[config.mk]
export PLATFORM = sky130hd
export DESIGN_NAME = id_ex_stage
export DESIGN_NICKNAME = d
export VERILOG_FILES = /design/src/rtl/id_ex_stage.sv
export SDC_FILE = /design/constraint.sdc
export NUM_CORES = 1
export LEC_CHECK = 0
export BUFFER_PORTS_ARGS = -buffer_cell sky130_fd_sc_hd__buf_2
export CAP_MARGIN = 20
export CORE_MARGIN = 5
export CORE_UTILIZATION = 30
export CTS_CLUSTER_DIAMETER = 200
export CTS_CLUSTER_SIZE = 40
export DETAILED_ROUTE_END_ITERATION = 10
export HOLD_SLACK_MARGIN = 0.05
export SYNTH_ARGS = -nofsm -noshare
export SYNTH_HDL_FRONTEND = slang
export SYNTH_SLANG_ARGS = --single-unit
[constraint.sdc]
create_clock -name clk -period 2.5 [get_ports clk]
set_input_delay 0.5 -clock clk [delete_from_list [all_inputs] [get_ports clk]]
set_output_delay 0.5 -clock clk [all_outputs]
set_load 0.005 [all_outputs]
[src/rtl/id_ex_stage.sv]
// ID/EX pipeline register feeding the ALU.
// - Decodes ALUOp/Funct into the 4-bit ALU select code.
// - Forwards operands from the EX stage (the instruction held here) and from
//   the MEM stage.
// - Detects load-use hazards, stalls decode and inserts a bubble.
// - Inserts a bubble on branch flush.
// Optional feature macro: IDEX_PERF_CNT_EN adds stall and flush counters.
// When the macro is undefined, StallCount and FlushCount are tied to 0.
module id_ex_stage #(
  parameter int W  = 32,
  parameter int AW = 5
) (
  input  logic          clk,
  input  logic          rst,
  input  logic          InValid,
  input  logic          Flush,
  input  logic [1:0]    ALUOp,
  input  logic [5:0]    Funct,
  input  logic          ALUSrc,
  input  logic [4:0]    CtrlIn,      // {RegWrite, MemRead, MemWrite, MemtoReg, RegDst}
  input  logic [AW-1:0] Rs,
  input  logic [AW-1:0] Rt,
  input  logic [AW-1:0] Rd,
  input  logic [W-1:0]  RsData,
  input  logic [W-1:0]  RtData,
  input  logic [W-1:0]  Imm,
  input  logic [W-1:0]  ExResult,
  input  logic          MemRegWrite,
  input  logic [AW-1:0] MemRd,
  input  logic [W-1:0]  MemResult,
  output logic          Stall,
  output logic          OutValid,
  output logic [W-1:0]  Op1,
  output logic [W-1:0]  Op2,
  output logic [3:0]    Sel,
  output logic [W-1:0]  StoreData,
  output logic [AW-1:0] WriteReg,
  output logic [3:0]    CtrlOut,     // {RegWrite, MemRead, MemWrite, MemtoReg}
  output logic [31:0]   StallCount,
  output logic [31:0]   FlushCount
);

  typedef enum logic [3:0] {
    SEL_AND = 4'b0000,
    SEL_OR  = 4'b0001,
    SEL_ADD = 4'b0010,
    SEL_MUL = 4'b0101,
    SEL_SUB = 4'b0110,
    SEL_SLT = 4'b0111,
    SEL_BAD = 4'b1111
  } alu_sel_e;

  // Bit positions inside CtrlIn.
  localparam int CI_REGWRITE = 4;
  localparam int CI_MEMREAD  = 3;
  localparam int CI_MEMWRITE = 2;
  localparam int CI_REGDST   = 0;
  // Bit positions inside the held control word.
  localparam int CO_REGWRITE = 3;
  localparam int CO_MEMREAD  = 2;

  // Held instruction.
  logic          r_out_valid;
  logic [W-1:0]  r_op1;
  logic [W-1:0]  r_op2;
  logic [3:0]    r_sel;
  logic [W-1:0]  r_store_data;
  logic [AW-1:0] r_write_reg;
  logic [3:0]    r_ctrl;

  logic          w_ex_can_fwd;
  logic          w_held_load;
  logic          w_rt_used;
  logic          w_hazard;
  logic          w_stall;
  logic          w_bubble;
  logic [W-1:0]  w_fwd_a;
  logic [W-1:0]  w_fwd_b;
  alu_sel_e      w_sel;

  // A load's data is not ready in EX, so only non-load writers forward from EX.
  assign w_ex_can_fwd = r_out_valid & r_ctrl[CO_REGWRITE] & ~r_ctrl[CO_MEMREAD];
  assign w_held_load  = r_out_valid & r_ctrl[CO_MEMREAD] & (r_write_reg != '0);
  // Rt is a real source for R-type ops and for stores (store data).
  assign w_rt_used    = ~ALUSrc | CtrlIn[CI_MEMWRITE];
  assign w_hazard     = w_held_load &
                        ((r_write_reg == Rs) | ((r_write_reg == Rt) & w_rt_used));
  assign w_stall      = InValid & w_hazard & ~Flush;
  assign w_bubble     = Flush | w_stall | ~InValid;

  // Operand A forwarding: EX beats MEM, register 0 never forwards.
  always_comb begin
    // NOTE: every always_comb output gets a default first so no path can
    // leave it unassigned and infer a latch.
    w_fwd_a = RsData;
    if (Rs != '0) begin
      if (w_ex_can_fwd && (r_write_reg == Rs))   w_fwd_a = ExResult;
      else if (MemRegWrite && (MemRd == Rs))     w_fwd_a = MemResult;
    end
  end

  // Operand B forwarding: same priority as operand A.
  always_comb begin
    w_fwd_b = RtData;
    if (Rt != '0) begin
      if (w_ex_can_fwd && (r_write_reg == Rt))   w_fwd_b = ExResult;
      else if (MemRegWrite && (MemRd == Rt))     w_fwd_b = MemResult;
    end
  end

  // ALU select decode from the main-control class and the funct field.
  always_comb begin
    w_sel = SEL_BAD;
    case (ALUOp)
      2'b00: w_sel = SEL_ADD;
      2'b01: w_sel = SEL_SUB;
      2'b11: w_sel = SEL_OR;
      default: begin
        case (Funct)
          6'b100000: w_sel = SEL_ADD;
          6'b100010: w_sel = SEL_SUB;
          6'b100100: w_sel = SEL_AND;
          6'b100101: w_sel = SEL_OR;
          6'b101010: w_sel = SEL_SLT;
          6'b011000: w_sel = SEL_MUL;
          default:   w_sel = SEL_BAD;
        endcase
      end
    endcase
  end

  // Pipeline register: reset, then bubble (flush/stall/idle), else capture.
  always_ff @(posedge clk) begin
    // NOTE: sequential state uses non-blocking assignments so every flop
    // samples the pre-edge values regardless of statement order.
    if (rst || w_bubble) begin
      r_out_valid  <= 1'b0;
      r_op1        <= '0;
      r_op2        <= '0;
      r_sel        <= '0;
      r_store_data <= '0;
      r_write_reg  <= '0;
      r_ctrl       <= '0;
    end else begin
      r_out_valid  <= 1'b1;
      r_op1        <= w_fwd_a;
      r_op2        <= ALUSrc ? Imm : w_fwd_b;
      r_sel        <= w_sel;
      r_store_data <= w_fwd_b;
      r_write_reg  <= CtrlIn[CI_REGDST] ? Rd : Rt;
      r_ctrl       <= {CtrlIn[CI_REGWRITE], CtrlIn[CI_MEMREAD], CtrlIn[2:1]};
    end
  end

  assign Stall     = w_stall;
  assign OutValid  = r_out_valid;
  assign Op1       = r_op1;
  assign Op2       = r_op2;
  assign Sel       = r_sel;
  assign StoreData = r_store_data;
  assign WriteReg  = r_write_reg;
  assign CtrlOut   = r_ctrl;

`ifdef IDEX_PERF_CNT_EN
  logic [31:0] r_stall_cnt;
  logic [31:0] r_flush_cnt;

  // Performance counters; both wrap naturally at 2**32.
  always_ff @(posedge clk) begin
    if (rst) begin
      r_stall_cnt <= '0;
      r_flush_cnt <= '0;
    end else begin
      if (w_stall)           r_stall_cnt <= r_stall_cnt + 32'd1;
      if (Flush && InValid)  r_flush_cnt <= r_flush_cnt + 32'd1;
    end
  end

  assign StallCount = r_stall_cnt;
  assign FlushCount = r_flush_cnt;
`else
  assign StallCount = 32'd0;
  assign FlushCount = 32'd0;
`endif

endmodule

# == Word level (Yosys, flattened, before mapping) ==
# Index checks and enable logic that the tools add are counted.
# op_classes
n_eq_ne,12
mux,11
bitwise,16
n_reduce_logical,9
# op_table
op,n
$mux 32,7
$eq 6x6->1 const B,5
$pmux 4 s6,1
$eq 5x5->1,4
$reduce_bool 5->1,3
$pmux 4 s3,1
$and 1x1->1,8
$eq 6x5->1 const B,1
$mux 5,1
$logic_and 1x1->1,4
$not 1->1,4
$or 1x1->1,4
$eq 2x1->1 const B,1
$eq 2x2->1 const B,1
$logic_not 2->1,1
$logic_or 1x1->1,1
$mux 1,1
# totals
ff_bits,110
inputBits,199
word_cells,55

# == Depth between registers and ports, before layout ==
# logic_depth
word_depth,11
mapped_depth,9
depth_no_buf,6

# == Least setup slack after synthesis ==
# Ideal clock, no wire load.
# synth_path
kind,input port to flip-flop
startpoint,input MemRd[3]
endpoint,register r_op2[30] (netlist: Op2[30])
setup_time_ns,0.103
arrival_time_ns,1.815
path_slack_ns,0.581
stages,7
path_buffers,2
path_cell_list,xor2_1 > nor4_4 > a2bb2o_4 > buf_6 > buf_4 > a211oi_1 > a2111oi_2
# synth_via
elab_chain_cells,6
# synth_rtl
element,line_no,source
"start, declared",29,"input logic [AW-1:0] MemRd,"
$eq 5x5->1,107,else if (MemRegWrite && (MemRd == Rt)) w_fwd_b = MemResult;
$logic_and 1x1->1,107,
$mux 32,107,
$mux 32,106,if (w_ex_can_fwd && (r_write_reg == Rt)) w_fwd_b = ExResult;
$mux 32,105,if (Rt != '0) begin
$mux 32,147,r_op2 <= ALUSrc ? Imm : w_fwd_b;
"end signal, assigned",147,
"end, declared",65,logic [W-1:0] r_op2;
# No other way between the ends.
# A chain may end at the register's enable or synchronous reset.

# == Final worst setup path ==
# layout_path
startpoint,register r_write_reg[4] (netlist: WriteReg[4])
endpoint,output Stall
# layout_via
elab_chain_cells,6
word_cells_on_any_way,9
cone_classes,eq/ne: 2; bitwise: 6; reduce/logical: 1
# layout_rtl
element,line_no,source
"start, declared",68,logic [AW-1:0] r_write_reg;
"start signal, assigned",150,r_write_reg <= CtrlIn[CI_REGDST] ? Rd : Rt;
$eq 5x5->1,87,((r_write_reg == Rs) | ((r_write_reg == Rt) & w_rt_used));
$and 1x1->1,87,
$or 1x1->1,87,
$and 1x1->1 (*),86,assign w_hazard = w_held_load &
$and 1x1->1 (*) (2 in a row),88,assign w_stall = InValid & w_hazard & ~Flush;
"end, declared",31,"output logic Stall,"
# Every way passes the cells marked *; elsewhere a longest branch is shown, timed or not.

==> Flow_metrics.wiki <==
{| class="wikitable"
! Metric !! Value
|-
| Post-synthesis area per instance || 8.560 sq um
|-
| Antenna violations before repair || 3
|-
| Total internal power || 0.002777 W
|-
| Post-Syn Instances || 755
|-
| H-tree Lvls || 3
|-
| Power Total || 0.003903 W
|-
| Share of the clock period used by the worst path after layout || 0.8676
|-
| Core Footprint || 0.02109 sq mm
|-
| Number of iterations in the first detailed-routing pass || 5
|-
| DRC violation count after routing || 0
|-
| Unrepaired setup endpoints after global routing || no
|-
| Multiplexer fraction of the synthesized cell area || 0.009293
|-
| Worst Setup End Kind || output port
|-
| Peak supply drop || 0.2589 mV
|-
| Clock tree from TritonCTS || done
|-
| Filler cells || 2182
|-
| Data arrival time of the critical path || 1.67 ns
|-
| Floorplan row count || 53
|-
| Sw Share || 0.2885
|-
| Max-slew violations || 0
|-
| Fraction of layout instances using a drive strength above 1 || 0.4052
|-
| Slowest CP cell || sky130_fd_sc_hd__dfxtp_1
|-
| Wire length of the first global-routing pass || 37510 um
|-
| Number of warnings issued by yosys || 0
|-
| Post-detailed-route wirelength per cell || 20.08 um
|-
| Required time reported for the critical path endpoint || 2.00 ns
|-
| Number of nets at the end of the flow || 1224
|-
| Net Sw Power || 0.001126 W
|-
| Count of clock tree sinks || 110
|-
| Minimum setup slack in the final design || 0.3309 ns
|-
| Post-route minimum period || 2.169 ns
|-
| Top cell type by total area after synthesis || sky130_fd_sc_hd__dfxtp_1
|-
| CTS clk-pin slew, worst paths || 0.08 ns
|-
| Post-synthesis share of cell area spent on and, or, nand and nor gates || 0.1150
|-
| Class of the tightest hold or removal check || in2reg
|-
| Power Dens Cells || 463.2 mW/mm^2
|-
| Synth top area share || 0.3408
|-
| Setup repair bufs after CTS || 0
|-
| Number of distinct library cells after synthesis || 45
|-
| Dominant cells by area after synthesis || sky130_fd_sc_hd__dfxtp_1 (34%), sky130_fd_sc_hd__buf_4 (7.7%), sky130_fd_sc_hd__a211oi_1 (7.0%), sky130_fd_sc_hd__a2111oi_2 (6.3%), sky130_fd_sc_hd__a21oi_1 (4.9%)
|-
| Proportion of synthesized chip area in sequential cells || 0.3408
|-
| Via count || 6666
|-
| Root Buffer || sky130_fd_sc_hd__clkbuf_16
|-
| Largest family of logic cells by synthesized area || compound AO/OA/AOI/OAI gates
|-
| Via count of the first global-routing pass || 6317
|-
| Post-synthesis register bit count || 110
|-
| Final Hold Vio Count || 0
|-
| Count of instances resized after the clock tree is built || 0
|-
| Number of setup violations in the final report || 0
|-
| Global Route Usage Sum || 0.1983
|-
| Adder-Cell Fraction of Synth Area || 0
|-
| Placed wire-length estimate after detailed placement || 21060 um
|-
| Worst setup slack after placement || 0.1602 ns
|-
| Number of enable-type register cells in the synthesized netlist || 0
|-
| Number of I/O port buffers || 309
|-
| Height of the die || 156.8 um
|-
| Sequence of cells on the critical path || xnor2_1 > nand3_1 > o22ai_1 > nand2_1 > nor2_1 > buf_2
|-
| Highest achievable clock rate || 0.4610 GHz
|-
| Cell Area, Synth || 0.006462 sq mm
|-
| Cell class contributing the biggest share of worst-path delay || flip-flops
|-
| Grt ovf || 0
|-
| Buffers & Inverters on Critical Path || 1
|-
| Number of nets with antenna violations after routing || 0
|-
| Hold-fix buffer count after cts || 0
|-
| Area of the die || 0.02458 sq mm
|-
| Clock buffers created by TritonCTS || 9
|-
| Overall die width || 156.8 um
|-
| Clock latency on the worst-skew pair || 0.35 ns
|-
| Maximum number of pins on one net before global-route repair || 77
|-
| Setup clock skew after layout || 0.01080 ns
|-
| Via-to-Cell Ratio || 5.104
|-
| Relative slew margins || 0.4448
|-
| Fin Setup TNS || 0 ns
|-
| Number of I/O pins || 374
|-
| Total detailed-routing wirelength || 26220 um
|-
| Transition at the pin with the smallest max-transition slack || 0.8327 ns
|-
| Effective utilization at floorplan || 0.3065
|-
| Slowest stage delay, CP || 0.45 ns
|-
| Clock network fraction of total power || 0.362
|-
| Complex-gate fraction of the synthesized area || 0.3419
|-
| GPL Wtd Cong || 0.9250
|-
| Clk buf depth || 2
|-
| P_leak || 3.943 nW
|-
| Status || complete, no violations
|-
| Combinational power share || 0.171
|-
| Crit Path Category || reg2out
|-
| Flop pwr share || 0.467
|-
| Growth of design area from synthesis to finish || 30.40%
|-
| Biggest fanout along the worst timing path || 4
|-
| MaxCap Viol Count || 0
|-
| Main flop type after synthesis || sky130_fd_sc_hd__dfxtp_1
|-
| Number of DRC markers in iteration 0 || 510
|-
| Post-synthesis share of cell area spent on xor and xnor gates || 0.02711
|-
| Kind of start point of the critical path || flop
|-
| Fraction of registers with async set or reset after synthesis || 0
|}
final timing paths:
| check | startpoint | to | slack, ns | cells past startpoint |
|---|---|---|---|---|
| worst max-delay path | WriteReg[4] | Stall | 0.33 | 6 |
| worst max register to register | WriteReg[0] | Op2[9] | 0.48 | 7 |
| worst min register to register | CtrlOut[2] | Sel[3] | 0.92 | 4 |
| worst min-delay path | CtrlIn[1] | CtrlOut[0] | 0.34 | 2 |
cells in the mapped netlist, types with 2 or more instances:
| library cell | number |
|---|---|
| sky130_fd_sc_hd__nor3b_1 | 4 |
| sky130_fd_sc_hd__clkbuf_1 | 56 |
| sky130_fd_sc_hd__nand3_1 | 6 |
| sky130_fd_sc_hd__nand2_1 | 35 |
| sky130_fd_sc_hd__o2111ai_1 | 29 |
| sky130_fd_sc_hd__a31oi_1 | 34 |
| sky130_fd_sc_hd__buf_4 | 66 |
| sky130_fd_sc_hd__o221a_1 | 7 |
| sky130_fd_sc_hd__o21ai_0 | 6 |
| sky130_fd_sc_hd__a211oi_1 | 60 |
| sky130_fd_sc_hd__buf_2 | 17 |
| sky130_fd_sc_hd__a211o_1 | 3 |
| sky130_fd_sc_hd__a21oi_1 | 63 |
| sky130_fd_sc_hd__buf_1 | 2 |
| sky130_fd_sc_hd__nand2b_1 | 3 |
| sky130_fd_sc_hd__or3_1 | 30 |
| sky130_fd_sc_hd__xor2_1 | 6 |
| sky130_fd_sc_hd__xnor2_1 | 14 |
| sky130_fd_sc_hd__mux2i_1 | 6 |
| sky130_fd_sc_hd__and2_1 | 5 |
| sky130_fd_sc_hd__nor2_1 | 14 |
| sky130_fd_sc_hd__o2111a_1 | 6 |
| sky130_fd_sc_hd__dfxtp_1 | 110 |
| sky130_fd_sc_hd__a2111oi_2 | 27 |
| sky130_fd_sc_hd__inv_1 | 63 |
| sky130_fd_sc_hd__nor3_1 | 38 |
| sky130_fd_sc_hd__buf_6 | 3 |
| sky130_fd_sc_hd__o221a_2 | 25 |
cell families (layout without fill, tap and decap cells):
kind of cell | count (synthesis) | after routing
compound gates | 269 | 269
simple gates | 142 | 142
xor+xnor | 20 | 20
mux | 6 | 6
buf+inv | 207 | 418
other cells | 1 | 66
flops | 110 | 110
layer usage:
metal / vias up / routed length, um / global-route usage
met5: - / 13 / 0
met4: 2 / 483 / 0.05620
met3: 35 / 2330 / 0.04148
met2: 366 / 11890 / 0.3128
met1: 3039 / 11500 / 0.2744
li1: 3224 / - / -
registers in the layout (all words and copies together) (netlist names):
name and cells:
Sel 4, StoreData 32, WriteReg 5, Op1 32, Op2 32, OutValid 1
CtrlOut 4
power by group through the flow:
| stage | logic [W] | registers [W] | clock network (W) |
|---|---|---|---|
| 2_1_floorplan | 0.000378 | 0.00187 | 0 |
| 3_3_place_gp | 0.000661 | 0.00186 | 0 |
| 3_5_place_dp | 0.000665 | 0.00186 | 0 |
| 4_1_cts | 0.000667 | 0.00182 | 0.00146 |
| 5_1_grt | 0.000731 | 0.00183 | 0.00152 |
| 6_report | 0.000667 | 0.00182 | 0.00141 |
cell usage in the layout (no fill, tap or decap), types with 3 or more instances in the layout:
cell type | synthesis | routed
sky130_fd_sc_hd__o221a_1 | 7 | 7
sky130_fd_sc_hd__inv_1 | 63 | 63
sky130_fd_sc_hd__a2111oi_2 | 27 | 27
sky130_fd_sc_hd__buf_2 | 17 | 309
sky130_fd_sc_hd__o2111a_1 | 6 | 6
sky130_fd_sc_hd__nand3_1 | 6 | 4
sky130_fd_sc_hd__o21ai_0 | 6 | 6
sky130_fd_sc_hd__xnor2_1 | 14 | 14
sky130_fd_sc_hd__buf_12 | 0 | 10
sky130_fd_sc_hd__nand2_1 | 35 | 34
sky130_fd_sc_hd__buf_4 | 66 | 21
sky130_fd_sc_hd__o2111ai_1 | 29 | 29
sky130_fd_sc_hd__mux2i_1 | 6 | 6
sky130_fd_sc_hd__a21oi_1 | 63 | 63
sky130_fd_sc_hd__or3_1 | 30 | 30
sky130_fd_sc_hd__a211oi_1 | 60 | 60
sky130_fd_sc_hd__nor3_1 | 38 | 37
sky130_fd_sc_hd__nand2b_1 | 3 | 3
sky130_fd_sc_hd__nor2_1 | 14 | 13
sky130_fd_sc_hd__a211o_1 | 3 | 3
sky130_fd_sc_hd__xor2_1 | 6 | 6
sky130_fd_sc_hd__nor3b_1 | 4 | 4
sky130_fd_sc_hd__dfxtp_1 | 110 | 110
sky130_fd_sc_hd__conb_1 | 1 | 64
sky130_fd_sc_hd__o221a_2 | 25 | 25
sky130_fd_sc_hd__clkbuf_16 | 0 | 9
sky130_fd_sc_hd__and2_1 | 5 | 5
sky130_fd_sc_hd__a31oi_1 | 34 | 34
metrics by stage:
stage | hold WS, ns | util | instance area, sq um | std cells
after floorplan | 0.6078 | - | 6699 | 818
after global placement | 0.7035 | 0.3861 | 8142 | 1289
after detailed placement | 0.7026 | 0.3861 | 8142 | 1289
after CTS | 0.3294 | 0.3994 | 8422 | 1304
after global routing | 0.3379 | 0.3996 | 8427 | 1306
final | 0.3437 | 0.3996 | 8427 | 1306
cell type report:
type | count | area [sq um] | share of cell area
Multi-Input combinational cell | 501 | 3455 | 0.4099
Sequential cell | 110 | 2202 | 0.2613
Antenna cell | 2 | 5.005 | 0.0005939
Inverter | 63 | 236.5 | 0.02806
Timing Repair Buffer | 340 | 1904 | 0.2260
Clock buffer | 9 | 225.2 | 0.02673
Tap cell | 275 | 344.1 | 0.04083
Clock inverter | 6 | 55.05 | 0.006533
Power figures use the tool's default switching activity.
